File: config.mk
export PLATFORM = sky130hd
export DESIGN_NAME = conv_result_buffer_flat
export DESIGN_NICKNAME = d
export VERILOG_FILES = /design/src/rtl/conv_result_buffer_if.sv /design/src/rtl/conv_result_buffer.sv /design/src/flat_wrapper.sv
export SDC_FILE = /design/constraint.sdc
export NUM_CORES = 1
export LEC_CHECK = 0
export ABC_AREA = 1
export CAP_MARGIN = 25
export CORE_MARGIN = 10
export CORE_UTILIZATION = 35
export CTS_CLUSTER_SIZE = 10
export DETAILED_ROUTE_END_ITERATION = 10
export PLACE_DENSITY = 0.48
export SETUP_SLACK_MARGIN = 0.2
export SLEW_MARGIN = 20
export SYNTH_ARGS = -nofsm -noshare
export SYNTH_HDL_FRONTEND = slang
export SYNTH_SLANG_ARGS = --single-unit
File: constraint.sdc
create_clock -name clk -period 3.6 [get_ports clk]
set_clock_uncertainty 0.15 [all_clocks]
set_input_delay 0.54 -clock clk [delete_from_list [all_inputs] [get_ports clk]]
set_output_delay 0.54 -clock clk [all_outputs]
set_load 0.1 [all_outputs]
File: src/rtl/conv_result_buffer_if.sv
// rtl/conv_result_buffer_if.sv - Z-write and result-stream bundle for conv_result_buffer
//
// Purpose: groups the convolution processor Z-write port, control strobes
// and the result readout stream into one bundle.
// Ports:
//   writeZ_i/memZaddr_i/dataZ_i : write strobe, address, data from the processor
//   done_i / clr_i              : end-of-convolution pulse, overflow flag clear
//   data_o/valid_o/ready_i/last_o/idx_o : result stream
//   busy_o/drained_o/ovf_o      : status
// Modports: slave = buffer side, master = processor/host side.

interface conv_result_buffer_if #(
  parameter int DATA_WIDTH = 16,
  parameter int ADDR_WIDTH = 6
) ();
  logic                  writeZ_i;
  logic [ADDR_WIDTH-1:0] memZaddr_i;
  logic [DATA_WIDTH-1:0] dataZ_i;
  logic                  done_i;
  logic                  clr_i;
  logic [DATA_WIDTH-1:0] data_o;
  logic                  valid_o;
  logic                  ready_i;
  logic                  last_o;
  logic [ADDR_WIDTH-1:0] idx_o;
  logic                  busy_o;
  logic                  drained_o;
  logic                  ovf_o;

  modport slave (
    input  writeZ_i, memZaddr_i, dataZ_i, done_i, clr_i, ready_i,
    output data_o, valid_o, last_o, idx_o, busy_o, drained_o, ovf_o
  );

  modport master (
    output writeZ_i, memZaddr_i, dataZ_i, done_i, clr_i, ready_i,
    input  data_o, valid_o, last_o, idx_o, busy_o, drained_o, ovf_o
  );
endinterface

File: src/rtl/conv_result_buffer.sv
// rtl/conv_result_buffer.sv - captures Z-memory writes and streams them out on done
//
// Purpose: stands in for the passive Z RAM. Every in-range write is stored;
// on done_i the captured vector (addresses 0 .. highest written) is streamed
// in address order over a valid/ready interface.
// Ports:
//   clk : system clock, rising edge
//   rst : asynchronous active-high reset
//   bus : conv_result_buffer_if.slave (Z-write port, stream, status)

module conv_result_buffer #(
  parameter int DATA_WIDTH = 16,
  parameter int ADDR_WIDTH = 6,
  parameter int DEPTH      = 64
) (
  input  logic                   clk,
  input  logic                   rst,
  conv_result_buffer_if.slave    bus
);

  localparam int IW = (DEPTH > 1) ? $clog2(DEPTH) : 1;
  localparam logic [ADDR_WIDTH:0]   DEPTH_C = (ADDR_WIDTH+1)'(DEPTH);
  localparam logic [ADDR_WIDTH:0]   CNT_ONE = (ADDR_WIDTH+1)'(1);
  localparam logic [ADDR_WIDTH-1:0] PTR_ONE = ADDR_WIDTH'(1);

  typedef enum logic [1:0] {
    S_IDLE    = 2'd0,
    S_CAPTURE = 2'd1,
    S_DRAIN   = 2'd2
  } state_t;

  state_t                  r_state;
  state_t                  w_next_state;
  logic [ADDR_WIDTH:0]     r_count;
  logic [ADDR_WIDTH-1:0]   r_rd_ptr;
  logic                    r_drained;
  logic                    r_ovf;
  logic [DATA_WIDTH-1:0]   r_mem [DEPTH];

  logic                    w_in_range;
  logic                    w_wr_ok;
  logic                    w_drop;
  logic [ADDR_WIDTH:0]     w_addr_p1;
  logic                    w_at_last;
  logic                    w_valid;
  logic                    w_last;
  logic                    w_busy;
  logic                    w_xfer;

  assign w_in_range = ({1'b0, bus.memZaddr_i} < DEPTH_C);
  assign w_addr_p1  = {1'b0, bus.memZaddr_i} + CNT_ONE;
  // Writes are only accepted while not draining, so the stream never
  // observes a partially updated vector.
  assign w_wr_ok    = bus.writeZ_i && w_in_range && (r_state != S_DRAIN);
  assign w_drop     = bus.writeZ_i && (!w_in_range || (r_state == S_DRAIN));
  assign w_at_last  = ({1'b0, r_rd_ptr} == (r_count - CNT_ONE));
  assign w_xfer     = w_valid && bus.ready_i;

  always_ff @(posedge clk or posedge rst) begin
    if (rst) begin
      r_state <= S_IDLE;
    end else begin
      r_state <= w_next_state;
    end
  end

  always_comb begin
    w_next_state = r_state;
    w_valid      = 1'b0;
    w_last       = 1'b0;
    w_busy       = 1'b1;
    case (r_state)
      S_IDLE: begin
        w_busy = 1'b0;
        // done_i with nothing captured is ignored here.
        if (w_wr_ok) begin
          w_next_state = S_CAPTURE;
        end
      end
      S_CAPTURE: begin
        if (bus.done_i) begin
          w_next_state = S_DRAIN;
        end
      end
      S_DRAIN: begin
        w_valid = 1'b1;
        w_last  = w_at_last;
        if (bus.ready_i && w_at_last) begin
          w_next_state = S_IDLE;
        end
      end
      default: begin
        w_next_state = S_IDLE;
      end
    endcase
  end

  always_ff @(posedge clk or posedge rst) begin
    if (rst) begin
      r_count   <= '0;
      r_rd_ptr  <= '0;
      r_drained <= 1'b0;
      r_ovf     <= 1'b0;
    end else begin
      r_drained <= w_xfer && w_last;

      // A drop in the same cycle as clr_i keeps the flag set.
      if (w_drop) begin
        r_ovf <= 1'b1;
      end else if (bus.clr_i) begin
        r_ovf <= 1'b0;
      end

      if (w_xfer && w_last) begin
        r_count <= '0;
      end else if (w_wr_ok && (w_addr_p1 > r_count)) begin
        r_count <= w_addr_p1;
      end

      if (w_xfer) begin
        r_rd_ptr <= w_last ? '0 : (r_rd_ptr + PTR_ONE);
      end else if ((r_state == S_CAPTURE) && bus.done_i) begin
        r_rd_ptr <= '0;
      end
    end
  end

  // Storage is deliberately not reset; entries are only read below r_count.
  always_ff @(posedge clk) begin
    if (w_wr_ok) begin
      r_mem[bus.memZaddr_i[IW-1:0]] <= bus.dataZ_i;
    end
  end

  assign bus.data_o    = r_mem[r_rd_ptr[IW-1:0]];
  assign bus.valid_o   = w_valid;
  assign bus.last_o    = w_last;
  assign bus.idx_o     = r_rd_ptr;
  assign bus.busy_o    = w_busy;
  assign bus.drained_o = r_drained;
  assign bus.ovf_o     = r_ovf;

endmodule

File: src/flat_wrapper.sv
// flat-port wrapper written by rule: the top's interface ports become plain ports
module conv_result_buffer_flat 
#(
  parameter int DATA_WIDTH = 16,
  parameter int ADDR_WIDTH = 6,
  parameter int DEPTH      = 64
)
  (clk, rst, bus_writeZ_i, bus_memZaddr_i, bus_dataZ_i, bus_done_i, bus_clr_i, bus_ready_i, bus_data_o, bus_valid_o, bus_last_o, bus_idx_o, bus_busy_o, bus_drained_o, bus_ovf_o);
  conv_result_buffer_if #(.DATA_WIDTH(DATA_WIDTH), .ADDR_WIDTH(ADDR_WIDTH)) bus_i ();
  input  logic clk;
  input  logic rst;
  input wire logic [$bits(bus_i.writeZ_i)-1:0] bus_writeZ_i;
  input wire logic [$bits(bus_i.memZaddr_i)-1:0] bus_memZaddr_i;
  input wire logic [$bits(bus_i.dataZ_i)-1:0] bus_dataZ_i;
  input wire logic [$bits(bus_i.done_i)-1:0] bus_done_i;
  input wire logic [$bits(bus_i.clr_i)-1:0] bus_clr_i;
  input wire logic [$bits(bus_i.ready_i)-1:0] bus_ready_i;
  output wire logic [$bits(bus_i.data_o)-1:0] bus_data_o;
  output wire logic [$bits(bus_i.valid_o)-1:0] bus_valid_o;
  output wire logic [$bits(bus_i.last_o)-1:0] bus_last_o;
  output wire logic [$bits(bus_i.idx_o)-1:0] bus_idx_o;
  output wire logic [$bits(bus_i.busy_o)-1:0] bus_busy_o;
  output wire logic [$bits(bus_i.drained_o)-1:0] bus_drained_o;
  output wire logic [$bits(bus_i.ovf_o)-1:0] bus_ovf_o;
  assign bus_i.writeZ_i = bus_writeZ_i;
  assign bus_i.memZaddr_i = bus_memZaddr_i;
  assign bus_i.dataZ_i = bus_dataZ_i;
  assign bus_i.done_i = bus_done_i;
  assign bus_i.clr_i = bus_clr_i;
  assign bus_i.ready_i = bus_ready_i;
  assign bus_data_o = bus_i.data_o;
  assign bus_valid_o = bus_i.valid_o;
  assign bus_last_o = bus_i.last_o;
  assign bus_idx_o = bus_i.idx_o;
  assign bus_busy_o = bus_i.busy_o;
  assign bus_drained_o = bus_i.drained_o;
  assign bus_ovf_o = bus_i.ovf_o;
  conv_result_buffer #(.DATA_WIDTH(DATA_WIDTH), .ADDR_WIDTH(ADDR_WIDTH), .DEPTH(DEPTH)) u_core (.clk(clk), .rst(rst), .bus(bus_i));
endmodule
==> results.ini <==
[critical_path]
path_buf_inv=8
start_kind=register
rr_worst_depth=9
worstPathMaxFanout=6
reg2reg_slack_ns=0.90
critical_path.slowest_cell=dfrtp_4
crit_arrival_ns=3.08
timing.rr.end=u_core.r_mem[36][12]$_DFFE_PP_
cp_cell_sequence=buf_12 -> inv_16 -> buf_16 -> buf_12 -> buf_12 -> buf_16 -> buf_4 -> nor2_1 -> nor2_1 -> o21ai_0 -> nand3_1 -> nand3_2 -> nand3_1 -> nand3_1 -> nand2_2 -> buf_12
regToRegStartpoint=u_core.r_state[1]$_DFFE_PP0P_
critPathTopFamily=buffers and inverters
cp-end-kind=output port
cpMostUsedCell=buf_12
crit_required_ns=2.91
crit_type=register to output port
max_stage_delay_ns=0.50

[logic_synthesis]
syn_area_um2=43000
ys_warn_count=0
synth-seq-cells=1041
syn_nets=3711
yosysTopAreaCell=edfxtp_1
ys_seq_area_share_pct=72.5
synth_cells=3673
netlist-cell-type-count=29
synth.area.top_cells=edfxtp_1, nand3_1, nor2_1, nand2_1, o21ai_0
avgSynthCellArea_um2=11.7
synth_top_area_share_pct=71.5

[cells_and_area]
drive_gt1_share_pct=15.7
layout.nets=3925
final_util_pct=42.7
diodes=0
area.growth.synth_to_final_pct=21.1
final_cell_area_um2=52100

[route]
vias=28800
drt_iter0_drc=2959
wl_um=138000
dr.pass1.iters=5
antenna_left=0
drc=0
routedWlPerCell_um=24.9
via_per_inst=5.20

[clocking]
clk_latency_ns=0.68
htree_levels=3
path_clk_slew_ns=0.07
cts_tree=yes
cts-buffers-inserted=117
cts_buffer_depth=3
cts.sinks=1041
clockRootBuffer=clkbuf_16

[timing]
max_freq_mhz=265
setup_viol=16
worst_pin_slew_ns=0.978
finalCritPeriodShare_pct=105
hold_viol_final=0
min_period_ns=3.77
worst_slack_ns=-0.170
slew_headroom_pct=34.6
final-max-slew-violation-count=0
rsz0062_at_grt=true

[global_route]
antenna_found_initial=3
grt_overflow_total=0
grt_pass1_wl_um=196000
grt_pass1_vias=27000
grt_usage_pct=19.4
grt_start_max_net_pins=99

[job]
maxCapViolations=0

[die]
rows=128
die_w_um=371
core_area_um2=122000
die_y_um=371
die_area_um2=137000
start_util_pct=35.3
io_pins=55

[power_and_ir_drop]
powerDensity_nw_per_um2=778
p_leak_uw=0.0184
irDropWorstVdd_mv=1.75

[place]
place_congestion=0.852
port_buffers=54
dp_hpwl_um=75900
place_area_um2=46800

[min_path]
min_path_type=input pin to async pin

[status]
violations=negative setup slack
run_status=complete, but fails checks

## metrics by stage
step | setup TNS [ns] | setup WS [ns] | hold WS [ns] | total power (µW) | instances
floorplan | 0 | 0.252 | 0.316 | 22300 | 3673
global placement | 0 | 0.172 | 0.375 | 27500 | 5334
detailed placement | 0 | 0.162 | 0.378 | 27500 | 5334
CTS | -1.82 | -0.170 | 0.0961 | 40200 | 5534
global route | -3.63 | -0.263 | 0.137 | 42400 | 5546
finish | -1.77 | -0.170 | 0.104 | 40500 | 5546
## flip-flops by register name, summed over array words and instances (netlist names)
| name | count |
|---|---|
| u_core.bus.drained_o | 1 |
| u_core.r_state | 2 |
| u_core.r_mem | 1024 |
| u_core.r_count | 7 |
| u_core.bus.ovf_o | 1 |
| u_core.bus.idx_o | 6 |
## layer usage
metal	vias up	GRT usage [%]	share of wire, %
li1	13300	-	-
met1	14400	27.4	45
met2	974	30.8	46
met3	180	3.16	6.6
met4	2	4.90	2.5
met5	-	0	0.012
## timing repair
| item | CTS | global route |
|---|---|---|
| buffers inserted | 23 | 5 |
| endpoints found under the setup margin | 16 | 17 |
| endpoints found under the hold margin | 4 | 0 |
| pin swaps | 23 | 38 |
| hold buffers | 2 | 0 |
| gates cloned | 22 | 7 |
| gates resized for setup | 162 | 63 |
## synthesized netlist by cell type
| master | instances |
|---|---|
| nand3b_1 | 3 |
| nand2_1 | 495 |
| nor2_1 | 698 |
| nor3_1 | 1 |
| nand3_1 | 539 |
| xnor2_1 | 2 |
| o211ai_1 | 113 |
| buf_2 | 67 |
| or2_2 | 17 |
| inv_1 | 194 |
| nand4_1 | 3 |
| xor2_1 | 5 |
| ha_1 | 10 |
| nor3_2 | 1 |
| buf_6 | 4 |
| nand2_2 | 1 |
| a21oi_1 | 4 |
| nor2_2 | 2 |
| dfrtp_1 | 17 |
| o21ai_0 | 313 |
| a41oi_2 | 1 |
| edfxtp_1 | 1024 |
| buf_4 | 31 |
| o21ai_1 | 1 |
| buf_1 | 34 |
| nor2_4 | 1 |
| inv_2 | 2 |
| clkbuf_1 | 88 |
| o22ai_1 | 2 |
## cell usage in the layout, fill, tap and decap left out, types with 10 or more instances in the layout
cell,count
nor2_1,678
buf_12,60
o211ai_1,113
buf_16,27
buf_2,16
nand3_2,104
nand2_1,478
o21ai_0,295
edfxtp_1,1024
clkdlybuf4s50_1,14
or2_2,17
o21ai_1,19
clkbuf_1,22
clkbuf_16,126
nand3_1,423
nand2_4,10
buf_4,170
dfrtp_1,12
inv_1,191
nor2_2,21
nand3_4,12
## worst max-delay path by stage
| stage | slack (ns) | to | startpoint | cells past startpoint |
|---|---|---|---|---|
| after floorplan | 0.25 | bus_data_o[15] | u_core.bus.idx_o[1]$_DFFE_PP0P_ | 8 |
| after global placement | 0.17 | u_core.r_count[3]$_DFFE_PP0P_ | bus_memZaddr_i[0] | 14 |
| after detailed placement | 0.16 | u_core.r_count[0]$_DFFE_PP0P_ | bus_memZaddr_i[0] | 14 |
| after CTS | -0.17 | bus_data_o[7] | u_core.bus.idx_o[0]$_DFFE_PP0P_ | 15 |
| after global routing | -0.26 | bus_data_o[0] | u_core.bus.idx_o[0]$_DFFE_PP0P_ | 15 |
| final | -0.17 | bus_data_o[12] | u_core.bus.idx_o[0]$_DFFE_PP0P_ | 16 |
## kinds of logic after synthesis
logic type | count (synthesis) | synth area share, %
adders and majority gates | 10 | 0.291
AOI/OAI and AO/OA | 434 | 5.74
DFF | 1041 | 72.5
xor gates and xnor gates | 7 | 0.143
buffers and inverters | 420 | 4.20
and+or+nand+nor | 1761 | 17.1
## power breakdown
part	leakage [µW]	switching (µW)	internal, µW
clock network	0.00155	4620	5910
registers	0.00941	137	13500
logic	0.00747	10600	5830
## area by class of cell
type                            count  area, µm²
Tap cell                         1625       2030
Multi-Input combinational cell   2212      10800
Timing Repair Buffer              314       4010
Inverter                          196        773
Clock inverter                     10       85.1
Fill cell                       11300      69800
Clock buffer                      143       3090
Timing Repair inverter              5       46.3
Sequential cell                  1041      31200
No activity file was read; power rests on OpenSTA's default activity.
